--- config.mk ---
export PLATFORM = sky130hd
export DESIGN_NAME = usb_rx_packet_decoder
export DESIGN_NICKNAME = d
export VERILOG_FILES = /design/src/rtl/usb_rx_packet_decoder.sv
export SDC_FILE = /design/constraint.sdc
export NUM_CORES = 1
export LEC_CHECK = 0
export ABC_AREA = 1
export BUFFER_PORTS_ARGS = -buffer_cell sky130_fd_sc_hd__buf_2
export CAP_MARGIN = 20
export CORE_MARGIN = 3
export CORE_UTILIZATION = 49
export DETAILED_ROUTE_END_ITERATION = 16
export PLACE_DENSITY = 0.7
export SLEW_MARGIN = 20
export SYNTH_ARGS = -nofsm -noshare
export SYNTH_HDL_FRONTEND = slang
export SYNTH_SLANG_ARGS = --single-unit
--- constraint.sdc ---
create_clock -name clk -period 5.02 [get_ports clk]
set_input_delay 0.502 -clock clk [delete_from_list [all_inputs] [get_ports clk]]
set_output_delay 0.502 -clock clk [all_outputs]
set_load 0.03 [all_outputs]
--- src/rtl/usb_rx_packet_decoder.sv ---
// usb_rx_packet_decoder: frames SYNC/PID/payload/CRC16 from decoded USB RX bits.
// Optional define RX_CRC_CHECK_EN enables the CRC16 residual check at eop.
module usb_rx_packet_decoder (
   input  logic       clk,
   input  logic       n_rst,
   input  logic       shift_en,
   input  logic       d_bit,
   input  logic       eop,
   input  logic       clear,
   input  logic [6:0] buffer_occupancy,
   output logic [7:0] rx_packet_data,
   output logic       store_rx_packet_data,
   output logic [2:0] rx_packet,
   output logic       rx_data_ready,
   output logic       rx_transfer_active,
   output logic       rx_error
);
   typedef enum logic [2:0] {
      S_IDLE, S_SYNC, S_PID, S_TOKEN, S_DATA, S_EOPW, S_ERR
   } state_t;

   state_t     r_state, w_next;
   logic [6:0] r_sr;
   logic [2:0] r_cnt;
   logic [7:0] r_pipe0, r_pipe1;
   logic [1:0] r_pcnt;
   logic [6:0] r_nstored;
   logic       r_tok;
   logic [7:0] r_data;
   logic       r_store, r_ready, r_active, r_err;
   logic [2:0] r_pid;

   logic [7:0] w_byte;
   logic       w_bit, w_done;
   logic [2:0] w_pid_code;
   logic       w_err, w_store, w_push, w_ready_set, w_pid_acc, w_crc_ok;

   // eop beats shift_en: a bit arriving with eop is discarded
   assign w_bit  = shift_en & ~eop;
   assign w_done = w_bit & (r_cnt == 3'd7);
   assign w_byte = {d_bit, r_sr};

   always_comb begin
      w_pid_code = 3'd0;
      if (w_byte[7:4] == ~w_byte[3:0]) begin
         case (w_byte[3:0])
            4'h1:    w_pid_code = 3'd1;
            4'h9:    w_pid_code = 3'd2;
            4'h3:    w_pid_code = 3'd3;
            4'hB:    w_pid_code = 3'd4;
            4'h2:    w_pid_code = 3'd5;
            4'hA:    w_pid_code = 3'd6;
            default: w_pid_code = 3'd0;
         endcase
      end
   end

`ifdef RX_CRC_CHECK_EN
   logic [15:0] r_crc, w_crc_nxt;
   logic        w_fb;
   assign w_fb      = d_bit ^ r_crc[15];
   assign w_crc_nxt = {r_crc[14:0], 1'b0} ^ (w_fb ? 16'h8005 : 16'h0000);
   assign w_crc_ok  = (r_crc == 16'h800D);

   always_ff @(posedge clk or negedge n_rst) begin
      if (!n_rst)                            r_crc <= 16'hFFFF;
      else if (w_pid_acc)                    r_crc <= 16'hFFFF;
      else if (r_state == S_DATA && w_bit)   r_crc <= w_crc_nxt;
   end
`else
   assign w_crc_ok = 1'b1;
`endif

   always_comb begin
      w_next      = r_state;
      w_err       = 1'b0;
      w_store     = 1'b0;
      w_push      = 1'b0;
      w_ready_set = 1'b0;
      w_pid_acc   = 1'b0;
      unique case (r_state)
         S_IDLE: if (w_bit) w_next = S_SYNC;
         S_SYNC: begin
            if (eop) begin
               w_err = 1'b1; w_next = S_IDLE;
            end else if (w_done && w_byte == 8'h80) begin
               w_next = S_PID;
            end else if (w_done) begin
               w_err = 1'b1; w_next = S_ERR;
            end
         end
         S_PID: begin
            if (eop) begin
               w_err = 1'b1; w_next = S_IDLE;
            end else if (w_done && w_pid_code != 3'd0) begin
               w_pid_acc = 1'b1;
               if (w_pid_code == 3'd3 || w_pid_code == 3'd4)      w_next = S_DATA;
               else if (w_pid_code == 3'd1 || w_pid_code == 3'd2) w_next = S_TOKEN;
               else                                               w_next = S_EOPW;
            end else if (w_done) begin
               w_err = 1'b1; w_next = S_ERR;
            end
         end
         S_TOKEN: begin
            if (eop) begin
               w_err = 1'b1; w_next = S_IDLE;
            end else if (w_done && r_tok) begin
               w_next = S_EOPW;
            end
         end
         S_DATA: begin
            if (eop) begin
               w_next = S_IDLE;
               if (r_cnt == 3'd0 && r_pcnt == 2'd2 && w_crc_ok) w_ready_set = 1'b1;
               else                                            w_err = 1'b1;
            end else if (w_done) begin
               if (r_pcnt != 2'd2) begin
                  w_push = 1'b1;
               end else if (buffer_occupancy == 7'd64 || r_nstored == 7'd64) begin
                  w_err = 1'b1; w_next = S_ERR;
               end else begin
                  w_store = 1'b1; w_push = 1'b1;
               end
            end
         end
         S_EOPW: begin
            if (eop) begin
               w_next = S_IDLE;
            end else if (shift_en) begin
               w_err = 1'b1; w_next = S_ERR;
            end
         end
         S_ERR:   if (eop) w_next = S_IDLE;
         default: w_next = S_IDLE;
      endcase
   end

   always_ff @(posedge clk or negedge n_rst) begin
      if (!n_rst) begin
         r_state   <= S_IDLE;
         r_sr      <= 7'd0;
         r_cnt     <= 3'd0;
         r_pipe0   <= 8'd0;
         r_pipe1   <= 8'd0;
         r_pcnt    <= 2'd0;
         r_nstored <= 7'd0;
         r_tok     <= 1'b0;
         r_data    <= 8'd0;
         r_store   <= 1'b0;
         r_ready   <= 1'b0;
         r_active  <= 1'b0;
         r_err     <= 1'b0;
         r_pid     <= 3'd0;
      end else begin
         r_state  <= w_next;
         r_store  <= w_store;
         r_err    <= w_err;
         r_active <= (w_next != S_IDLE);
         if (w_next == S_IDLE) begin
            r_cnt <= 3'd0;
         end else if (w_bit) begin
            r_sr  <= w_byte[7:1];
            r_cnt <= r_cnt + 3'd1;
         end
         if (w_pid_acc)                      r_tok <= 1'b0;
         else if (r_state == S_TOKEN && w_done) r_tok <= 1'b1;
         if (w_pid_acc) begin
            r_pcnt    <= 2'd0;
            r_nstored <= 7'd0;
            r_pid     <= w_pid_code;
         end else if (w_push) begin
            if (r_pcnt == 2'd2) begin
               r_pipe0 <= r_pipe1;
               r_pipe1 <= w_byte;
            end else if (r_pcnt == 2'd1) begin
               r_pipe1 <= w_byte;
               r_pcnt  <= 2'd2;
            end else begin
               r_pipe0 <= w_byte;
               r_pcnt  <= 2'd1;
            end
         end
         if (w_store) begin
            r_data    <= r_pipe0;
            r_nstored <= r_nstored + 7'd1;
         end
         // clear has priority over a same-cycle set
         if (clear)            r_ready <= 1'b0;
         else if (w_ready_set) r_ready <= 1'b1;
         else if (w_pid_acc)   r_ready <= 1'b0;
      end
   end

   assign rx_packet_data       = r_data;
   assign store_rx_packet_data = r_store;
   assign rx_packet            = r_pid;
   assign rx_data_ready        = r_ready;
   assign rx_transfer_active   = r_active;
   assign rx_error             = r_err;
endmodule

==> metrics, run 1 <==
outcome=finished clean; vias in the first global route=2043; initial antenna violation count=0; DR iter-0 viols=111; GR Util All Layers=18.2%; CTS clk-pin slew, worst paths=100 ps; fillers=538; Yosys cell types=32; Post-CTS Setup Bufs=0; met1 usage=26.8%; sequential-to-total area share from yosys stat=47.3%; relative slew slack=48.4%; DRC errors left=0; global-route wire length before repair=9520 µm; I/O Pins=28; CTS Buffer Depth=2; RSZ-0062 raised after global routing=false; Antenna Violating Nets Remaining=0; CTS H-Tree Depth=2; Area Overhead vs Synth=8.86%; total grt overflow=0; Total Power=0.817 mW; post-route cell area=0.00311 mm²; crit share post-route=52.0%; CP Max Fanout=21; CORE AREA=0.00557 mm²; share of layout cells above drive strength 1=14.9%; DR vias/cell=5.03; cell count after synthesis=365; Max Cap Violations=0; Yosys warnings=0; Root Driver=clkbuf_8; met2 Track Usage GR=27.2%; syn nets=385; Setup CP Type=in -> reg; CTS resizes=0; cell row count=27; synthesized area per cell=7.82 µm²; nets@finish=407; diodes inserted=0; total iterations of the first detailed-routing run=5; GP Congestion=0.869; TritonCTS clock tree=done; die area=0.00678 mm²; area of the mapped netlist=0.00285 mm²; final setup violation count=0; crit end category=flop; hold buffers post-CTS=0; CTS Buf Count=5; Max Slew Vio Count=0; HPWL after DPL=3960 µm; port buffer count=27; WL final=5450 µm; skew final=9.33 ps; Final Hold Vio Count=0; crit path DAT=2820 ps; DR vias=2313; FMAX=0.383 GHz; measured slew at the worst slew-check pin=768 ps; clk sinks=54; Tmin final=2610 ps; Hold WS=312 ps; hold crit path type=in -> async; Worst-Skew Late Latency=310 ps; dpl cell area=0.00301 mm²; synthesis-stage register bit count=54; Pleak=1.66 nW; pwr dens=263 mW/mm²; IR drop worst, VDD=0.153 mV; global-route met3 utilization=2.93%; most crowded layer after global routing=met2; DIE HEIGHT=82.3 µm; Chip Width=82.3 µm; largest net degree at the start of global routing=55; Initial Util=51.2%; Critical Path RT=5230 ps; Avg WL per Cell=11.9 µm; setup_tns=0 ps; crit start category=input port
[stage by stage]
step	instances	setup slack, ps	utilization (%)
final	460	2410	55.7
after global routing	460	1980	55.7
after CTS	460	2410	55.7
after detailed placement	452	2100	54.0
after global placement	452	2180	54.0
after floorplan	365	3110	-
[power breakdown]
part	internal (mW)	switching [mW]	total, mW
clock	0.114	0.146	0.259
combinational	0.0288	0.0534	0.0822
sequential	0.448	0.0273	0.475
total	0.590	0.226	0.817
[final timing paths]
| check | startpoint | to | slack (ps) | depth (start not counted) |
|---|---|---|---|---|
| hold / removal | n_rst | rx_packet_data[7] | 310 | 2 |
| hold reg to reg | rx_packet_data[7] | rx_packet_data[7] | 490 | 2 |
| max in group asynchronous | n_rst | r_cnt[0] | 4260 | 2 |
| setup / recovery | eop | r_nstored[5] | 2410 | 9 |
| min in group clk | clear | rx_data_ready | 330 | 2 |
| setup reg to reg | r_cnt[1] | r_nstored[5] | 2430 | 9 |
[synthesized netlist by cell type, drive strengths merged]
| cell type | number | area, µm² |
|---|---|---|
| a21oi | 5 | 32.5 |
| a22oi | 1 | 7.51 |
| a31oi | 3 | 18.8 |
| a32o | 1 | 10.0 |
| buf | 8 | 60.1 |
| clkbuf | 5 | 18.8 |
| dfrtp | 54 | 1350 |
| ha | 7 | 87.6 |
| inv | 59 | 221 |
| nand2 | 99 | 382 |
| nand3 | 26 | 130 |
| nand4 | 3 | 18.8 |
| nor2 | 28 | 133 |
| nor3 | 9 | 45.0 |
| nor4 | 2 | 12.5 |
| o211ai | 11 | 82.6 |
| o21ai | 38 | 198 |
| o21bai | 1 | 7.51 |
| o22ai | 1 | 6.26 |
| o31ai | 1 | 7.51 |
| o32ai | 2 | 17.5 |
| or2 | 1 | 6.26 |
[registers in the layout, indices dropped and copies added, names as in the netlist, 2 cells and up]
name and count:
r_cnt 3, r_nstored 7, r_pcnt 2, r_pipe0 8, r_pipe1 8, r_sr 7, r_state 3, rx_packet 3
rx_packet_data 8
[metal layers]
layer | vias up | wire length, µm
met5 | - | 0
met4 | 0 | 65
met3 | 7 | 182
met2 | 35 | 2460
met1 | 1052 | 2750
li1 | 1219 | -
[cells by family (layout without fill, tap and decap cells)]
| kind of cell | count (synthesis) | count (layout) | synth area share [%] |
|---|---|---|---|
| buffers and inverters | 72 | 95 | 10.5 |
| AOI/OAI and AO/OA | 64 | 64 | 13.6 |
| and+or+nand+nor | 168 | 168 | 25.5 |
| DFF | 54 | 54 | 47.3 |
| adders and majority gates | 7 | 7 | 3.07 |
[critical path, cell delays in order]
cell and delay [ps]:
buf_2 150, nor2_4 310, nand2_2 200, nor3_1 330, nand4_1 610, nand2_1 430, o21ai_0 140, o21ai_0 100
inv_1 50
[cell type report]
class	instances	area, µm²	share of cell area, %
clock buffers	6	82.6	2.66
clock inverters	2	16.3	0.524
inverters	59	221	7.13
multi-input cells	239	1200	38.7
flip-flops and latches	54	1350	43.5
well taps	72	90.1	2.90
repair buffers	28	143	4.59
[layout by cell type, fill, tap and decap left out, drive strengths merged]
cell / n
nand4: 3
o31ai: 1
o32ai: 2
buf: 28
nor4: 2
a32o: 1
o22ai: 1
dfrtp: 54
a22oi: 1
nand2: 99
o21ai: 38
or2: 1
ha: 7
o211ai: 11
a21oi: 5
inv: 60
nor2: 28
clkinvlp: 1
nand3: 26
a31oi: 3
nor3: 9
o21bai: 1
clkbuf: 6
No activity file was read; power rests on OpenSTA's default activity.
==> run 2: changes to the inputs <==
--- a/config.mk
+++ b/config.mk
@@ -11,7 +11,7 @@
 export CORE_MARGIN = 3
 export CORE_UTILIZATION = 49
 export DETAILED_ROUTE_END_ITERATION = 16
-export PLACE_DENSITY = 0.7
+export PLACE_DENSITY = 0.73
 export SLEW_MARGIN = 20
 export SYNTH_ARGS = -nofsm -noshare
 export SYNTH_HDL_FRONTEND = slang
==> constraint.sdc (replaced) <==
create_clock -name clk -period 2.2 [get_ports clk]
set_input_delay 0.22 -clock clk [delete_from_list [all_inputs] [get_ports clk]]
set_output_delay 0.22 -clock clk [all_outputs]
set_load 0.03 [all_outputs]
==> metrics, run 2 (synthesized netlist as in run 1, its figures left out) <==
most common cell after layout, fill and taps aside=nand2_1 (unchanged); largest net degree at the start of global routing=23 (was 55); Initial Util=51.2% (unchanged); total grt overflow=0 (unchanged); Antenna Violating Nets Remaining=0 (unchanged); dpl cell area=0.00309 mm² (was 0.00301 mm²); CP dominant cell by count=nand2_1 (was o21ai_0); crit share post-route=91.2%; Worst Hold Depth=2; hold endpoint=rx_data_ready; Chip Width=82.3 µm (unchanged); max incr delay on CP=460 ps (was 610 ps); Tmin final=2010 ps; ordered cell list for the critical path=nand2_1 > inv_1 > nor2_1 > nand2_1 > nor2_4 > nand2_2 > a21oi_2 > nand2_1 > nand2_1 > nand2_1 > a21oi_4 > nand2_4 > nand2_4 > nand2_1 > nand2_1 (was buf_2 > nor2_4 > nand2_2 > nor3_1 > nand4_1 > nand2_1 > o21ai_0 > o21ai_0 > inv_1); FMAX=0.498 GHz; HPWL after DPL=4030 µm (was 3960 µm); total iterations of the first detailed-routing run=4 (was 5); crit end category=flop (unchanged); Area Overhead vs Synth=16.0% (was 8.86%); CP Max Fanout=8 (was 21); DR iter-0 viols=135 (was 111); I/O Pins=28 (unchanged); worst reg2reg endpoint=r_sr[3] (was r_nstored[5]); r2r setup slk=190 ps (was 2430 ps); IR drop worst, VDD=0.295 mV (was 0.153 mV); DIE HEIGHT=82.3 µm (unchanged); cell row count=27 (unchanged); Max Slew Vio Count=0 (unchanged); Root Driver=clkbuf_8 (unchanged); share of layout cells above drive strength 1=21.7% (was 14.9%); outcome=finished clean (unchanged); CTS Buffer Depth=2 (unchanged); skew final=7.93 ps (was 9.33 ps); global-route wire length before repair=9360 µm (was 9520 µm); relative slew slack=73.3% (was 48.4%); setup_tns=0 ps (unchanged); hold crit path type=in -> reg (was in -> async); CORE AREA=0.00557 mm² (unchanged); initial antenna violation count=0 (unchanged); measured slew at the worst slew-check pin=400 ps (was 768 ps); Reg2Reg Depth=15 (was 9); CTS clk-pin slew, worst paths=100 ps (about the same); min-delay src=clear; Setup CP Type=reg -> reg (was in -> reg); die area=0.00678 mm² (unchanged); crit start category=flop (was input port); post-route cell area=0.00331 mm² (was 0.00311 mm²); Worst R2R Start=r_sr[3] (was r_cnt[1]); CTS Buf Count=5 (unchanged); TritonCTS clock tree=done (unchanged); fillers=525 (was 538); nets@finish=430 (was 407); clk sinks=54 (unchanged); Worst-Skew Late Latency=310 ps (about the same); GP Congestion=0.885 (was 0.869); Critical-path top delay cell=dfrtp_2 (was nand4_1); final setup violation count=0 (unchanged); Avg WL per Cell=11.4 µm (was 11.9 µm); DR vias/cell=5.06 (was 5.03); GR Util All Layers=17.5% (was 18.2%); Final Hold Vio Count=0 (unchanged); Critical Path RT=2450 ps (was 5230 ps); diodes inserted=0 (unchanged); Max Cap Violations=0 (unchanged); port buffer count=27 (unchanged); CTS H-Tree Depth=2 (unchanged); pwr dens=580 mW/mm² (was 263 mW/mm²); crit path launch=r_sr[3] (was eop); crit path DAT=2260 ps (was 2820 ps); most frequent cells in the layout=nand2_1, inv_1, dfrtp_1, o21ai_0, buf_2 (was nand2_1, dfrtp_1, inv_1, o21ai_0, buf_2); DRC errors left=0 (unchanged); vias in the first global route=2192 (was 2043); Pleak=1.78 nW (was 1.66 nW); DR vias=2446 (was 2313); WL final=5520 µm (was 5450 µm)
==> run 2: how the worst max path moves through the flow <==
stage | end | slack (ps) | cells after the start
final | r_sr[3] | 190 | 15
after floorplan | r_cnt[0] | 300 | 13
after detailed placement | r_sr[0] | 60 | 14
after global routing | r_sr[2] | -30 | 17
after global placement | r_sr[0] | 100 | 14
after CTS | r_sr[0] | 20 | 14
==> run 2: metrics by stage <==
step / setup WS (ps) / util [%] / std cells / total power [mW] / hold WS [ps]
floorplan: 300 / - / 365 / 1.24 / -75.6
global placement: 98.3 / 55.4 / 463 / 1.30 / 160
detailed placement: 63.9 / 55.4 / 463 / 1.31 / 169
CTS: 21.2 / 57.3 / 472 / 1.88 / 30.9
global route: -28.5 / 59.4 / 483 / 2.02 / 36.9
finish: 194 / 59.4 / 483 / 1.92 / 45.8
==> run 2: final cells by class <==
cell class                      count  area, µm²  share of cell area (%)
Timing Repair Buffer               50        308                    9.30
Sequential cell                    54       1360                    41.0
Clock buffer                        5       68.8                    2.08
Clock inverter                      3       25.0                   0.756
Inverter                           59        221                    6.69
Tap cell                           72       90.1                    2.72
Multi-Input combinational cell    240       1240                    37.4
==> run 2: repair_timing <==
| item | 4_1_cts | 5_1_grt |
|---|---|---|
| gates resized for setup | 0 | 13 |
| hold buffers | 1 | 0 |
| setup endpoints to repair | 0 | 10 |
| hold endpoints to repair | 16 | 0 |
| buffers inserted | 0 | 10 |
==> run 2: critical path, delay by kind of cell (launching register included) <==
kind	cells	cell delay, ps
AO/OA/AOI/OAI	2	350
buffers and inverters	1	40
flip-flops	1	460
AND/OR/NAND/NOR	12	1110
==> run 2: routing by layer <==
| layer | GRT usage, % | wire (µm) | vias up |
|---|---|---|---|
| met5 | 0 | 0 | - |
| met4 | 4.82 | 42 | 0 |
| met3 | 3.25 | 189 | 6 |
| met2 | 29.5 | 2630 | 47 |
| met1 | 23.1 | 2660 | 1130 |
| li1 | - | - | 1263 |
==> run 2: where the power goes <==
part           switching (mW)  internal (mW)  total [mW]
combinational           0.153          0.113       0.266
clock                   0.343          0.230       0.573
sequential             0.0543           1.03        1.08
total                   0.550           1.37        1.92
